===== config.mk =====
export PLATFORM = sky130hd
export DESIGN_NAME = instruction_fetch
export DESIGN_NICKNAME = d
export VERILOG_FILES = /design/src/rtl/instruction_fetch.sv
export SDC_FILE = /design/constraint.sdc
export NUM_CORES = 1
export LEC_CHECK = 0
export CORE_MARGIN = 2
export CORE_UTILIZATION = 29
export DETAILED_ROUTE_END_ITERATION = 10
export GPL_TIMING_DRIVEN = 0
export RECOVER_POWER = 50
export SLEW_MARGIN = 20
export SYNTH_ARGS = -nofsm -noshare
export SYNTH_HDL_FRONTEND = slang
export SYNTH_SLANG_ARGS = --single-unit

===== constraint.sdc =====
create_clock -name clk_i -period 3.63 [get_ports clk_i]
set_input_delay 0.9075 -clock clk_i [delete_from_list [all_inputs] [get_ports clk_i]]
set_output_delay 0.9075 -clock clk_i [all_outputs]
set_load 0.005 [all_outputs]

===== src/rtl/instruction_fetch.sv =====
// instruction_fetch: RISC-V fetch stage (PC, one outstanding imem read, valid/ready to decode, redirects); define FETCH_MISALIGN_TRAP_EN to fault on misaligned redirect targets
module instruction_fetch #(
  parameter logic [31:0] RESET_PC = 32'h0000_0000
) (
  input  logic        clk_i,
  input  logic        rst_i,
  output logic        imem_req_o,
  output logic [31:0] imem_addr_o,
  input  logic        imem_ack_i,
  input  logic [31:0] imem_rdata_i,
  input  logic        redirect_i,
  input  logic [31:0] redirect_pc_i,
  output logic        instr_valid_o,
  input  logic        instr_ready_i,
  output logic [31:0] instruction_o,
  output logic [31:0] pc_o,
  output logic        fetch_fault_o
);
  localparam logic [2:0] S_RESET = 3'd0;
  localparam logic [2:0] S_FETCH = 3'd1;
  localparam logic [2:0] S_VALID = 3'd2;
  localparam logic [2:0] S_DRAIN = 3'd3;
  localparam logic [2:0] S_FAULT = 3'd4;
  logic [2:0] state, nxt, go;
  logic [31:0] pc, drain_addr, rpc, tgt;
  logic mis;
`ifdef FETCH_MISALIGN_TRAP_EN
  assign rpc = redirect_pc_i;
  assign mis = |tgt[1:0];
  assign fetch_fault_o = state == S_FAULT;
`else
  logic unused_low;
  assign unused_low = ^redirect_pc_i[1:0];
  assign rpc = {redirect_pc_i[31:2], 2'b00};
  assign mis = 1'b0;
  assign fetch_fault_o = 1'b0;
`endif
  assign tgt = redirect_i ? rpc : pc;
  assign go = mis ? S_FAULT : S_FETCH;
  assign imem_req_o = state == S_FETCH || state == S_DRAIN;
  assign imem_addr_o = state == S_DRAIN ? drain_addr : pc;
  assign instr_valid_o = state == S_VALID;
  always_comb begin
    nxt = state == S_RESET ? (redirect_i ? go : S_FETCH)
        : state == S_FETCH ? (redirect_i ? (imem_ack_i ? go : S_DRAIN) : imem_ack_i ? S_VALID : S_FETCH)
        : state == S_VALID ? (redirect_i ? go : instr_ready_i ? S_FETCH : S_VALID)
        : state == S_DRAIN ? (imem_ack_i ? go : S_DRAIN)
        : state == S_FAULT ? (redirect_i && !mis ? S_FETCH : S_FAULT)
        : S_RESET;
  end
  always_ff @(posedge clk_i) begin
    if (rst_i) begin
      state <= S_RESET;
      pc <= RESET_PC;
      drain_addr <= RESET_PC;
      instruction_o <= 32'h0000_0013;
      pc_o <= '0;
    end else begin
      state <= nxt;
      pc <= redirect_i ? rpc : (state == S_FETCH && imem_ack_i) ? pc + 32'd4 : pc;
      if (state == S_FETCH) drain_addr <= pc;
      if (state == S_FETCH && nxt == S_VALID) begin
        instruction_o <= imem_rdata_i;
        pc_o <= pc;
      end
      if (nxt == S_FAULT) pc_o <= tgt;
    end
  end
endmodule

==> impl_metrics.csv <==
group,metric,value,unit
critical_path,criticalPathCategory,"flip-flop to output port",
clock_network,cts_buffers,17,
route,remaining_drc_errors,0,
placement,place.port_buffers,159,
yosys,synth_cell_type_count,47,
placement,gp_congestion,0.816,
run_status,status,"finished clean",
cells_and_area,design_area,8160,um^2
yosys,synthCells,675,
critical_path,setup.worst_path.start_class,"flip-flop",
placement,place_ws,-0.209,ns
global_route,first_global_vias,5134,
worst_hold_path,hold_class,"flip-flop to flip-flop",
clock_network,post-cts-setup-buffers,0,
cells_and_area,drive_gt1_share,9.90,%
pwr,vdd_drop_max,343,uV
clock_network,clock_sinks,125,
critical_path,critical_path_required,2.72,ns
global_route,grt_pass1_wl,27600,um
sta,drv_slew,0,
cells_and_area,multi_input_area,2790,um^2
yosys,synth_area_leaders,"dfxtp_1 44%, nand2_1 9.4%, mux2_2 6.0%",
yosys,synth-edff-count,0,
yosys,ys_warn_count,0,
cells_and_area,stdcell_count,1130,
sta,fmax,286,MHz
critical_path,critPathMaxFanout,10,
floorplan,io_pins,168,
cells_and_area,layout.nets,928,
yosys,synth_most_common_cell,"nand2_1",
route,routedWlPerCell,15.6,um
placement,place_inst,1098,
route,first_pass_iters,4,
yosys,synth_commonest_cells,"141 x nand2_1, 125 x dfxtp_1, 65 x a21oi_1",
cells_and_area,area_growth,44.8,%
placement,dpl.hpwl,12600,um
pwr,p_per_area,442,nW/um^2
sta,tightest_slew,0.626,ns
clock_network,clk_pin_slew_worst_paths,0.05,ns
route,vias_per_cell,4.72,
clock_network,cts_tree,"built",
clock_network,cts_resized,0,
pwr,power.total,3.61,mW
yosys,syn_area,5640,um^2
clock_network,cts-root-buf,"clkbuf_16",
yosys,async_flop_share,0,%
sta,post-route-min-period,3.50,ns
clock_network,cts_hold_buffers,0,
sta,clock_skew,0.0115,ns
global_route,overflow,0,
clock_network,clk_latency,0.42,ns
yosys,seq_area_frac_synth,44.4,%
sta,finalCritPeriodShare,96.3,%
route,wirelength,17600,um
floorplan,die_area,20600,um^2
pwr,power.leakage,3.29,nW
cells_and_area,regArea,2500,um^2
sta,finalHoldViolations,0,
route,drt_iter0_markers,297,
global_route,antenna_found_initial,1,
clock_network,ctsLongestPathBuffers,2,
floorplan,die_y,143,um
route,vias,5333,
cells_and_area,n_fill_cell,1920,
sta,slew_headroom,58.3,%
sta,tns,0,ns
sta,rsz0062_at_grt,"yes",
yosys,synth_top_area_share,44.4,%
critical_path,cp-end-kind,"output port",
floorplan,die_x,143,um
sta,finalWorstSetupSlack,0.133,ns
floorplan,initial_core_util,29.8,%
clock_network,cts.htree.levels,4,
sta,timing.hold.ws,0.449,ns
global_route,track_usage,17.3,%
critical_path,cp.arrival,2.59,ns
yosys,avgSynthCellArea,8.35,um^2
global_route,grt_max_degree,17,
yosys,synth.largest_area_cell,"dfxtp_1",
placement,postPlaceCellArea,7570,um^2
route,ant_nets,0,
yosys,synthFlopType,"dfxtp_1",
sta,setup_viol,0,
floorplan,core_area,18900,um^2
yosys,ys_ff_latch,125,
job,drv_cap,0,
floorplan,row_count,50,
cells_and_area,final_util,43.2,%
-- registers in the layout, summed over array words and instances (netlist names) --
signal / cells
pc: 30
pc_o: 30
instruction_o: 32
drain_addr: 30
state: 3
-- critical path, stage by stage (launching register included) --
cell             delay [ns]
dfxtp_1                0.32
buf_6                  0.13
and2b_1                0.19
nand2_1                0.15
clkbuf_1               0.51
mux2_2                 0.42
clkdlybuf4s50_1        0.44
-- cell usage in the layout (no fill, tap or decap), types with 4 or more instances in the layout --
master and n:
o21ai_0 6, and4_1 7, buf_1 6, a211oi_1 11, conb_1 5, nand2_1 141
nand4_1 10, or3_1 4, nor4_1 11, and3_1 6, nand3_1 16, buf_6 4
a311oi_1 14, mux2i_1 31, clkbuf_1 37, clkbuf_16 17, nor3_1 8, o31ai_1 10
clkdlybuf4s50_1 95, xor2_1 5, a21oi_1 65, inv_1 11, clkinv_2 5, nor2_1 58
mux2_2 30, xnor2_1 5, buf_4 5, dlygate4sd3_1 64, dfxtp_1 125, clkbuf_2 5
buf_2 11, or4_1 9
-- report_power, final --
group / total (mW) / internal, mW / leakage (nW) / switching (mW)
Clock: 1.72 / 1.11 / 0.291 / 0.616
Combinational: 0.419 / 0.217 / 1.98 / 0.202
Sequential: 1.47 / 1.42 / 1.02 / 0.0448
-- cell families (layout without fill, tap and decap cells) --
kind of cell,Yosys count,count (layout),synth area share [%]
and+or+nand+nor,282,282,22.8
DFF,125,125,44.4
AOI/OAI and AO/OA,117,117,12.9
buffers and inverters,77,267,6.28
muxes,61,61,11.5
xor gates and xnor gates,10,10,1.55
adders and majority gates,2,2,0.444
other,1,6,0.0665
-- path summary, 6_finish.rpt --
path                                                     start  slack (ns)  cells past startpoint                        endpoint
worst max-delay path                       state[2]$_SDFF_PP0_        0.13                      6                 imem_addr_o[14]
worst max register to register              pc[6]$_SDFFE_PP0P_        1.37                      6             pc[22]$_SDFFE_PP0P_
worst min register to register  instruction_o[30]$_SDFFE_PP0P_        0.45                      2  instruction_o[30]$_SDFFE_PP0P_
worst min-delay path            instruction_o[30]$_SDFFE_PP0P_        0.45                      2  instruction_o[30]$_SDFFE_PP0P_
-- metal layers --
metal  wire (um)  track usage, %  vias to the layer above
met5           0               0                        -
met4         315            5.68                        0
met3        1340            6.06                       25
met2        7870            26.9                      178
met1        8090            22.4                     2418
li1            -               -                     2712
-- area by class of cell --
class	instances	share of cell area, %
flip-flops and latches	125	30.7
inverters	12	0.552
clock buffers	23	5.73
repair buffers	159	19.5
diodes	1	0.0307
well taps	260	3.99
plain buffers	65	3.88
multi-input cells	477	34.2
clock inverters	8	1.41
Note: power is estimated with default switching activity, not from simulation.
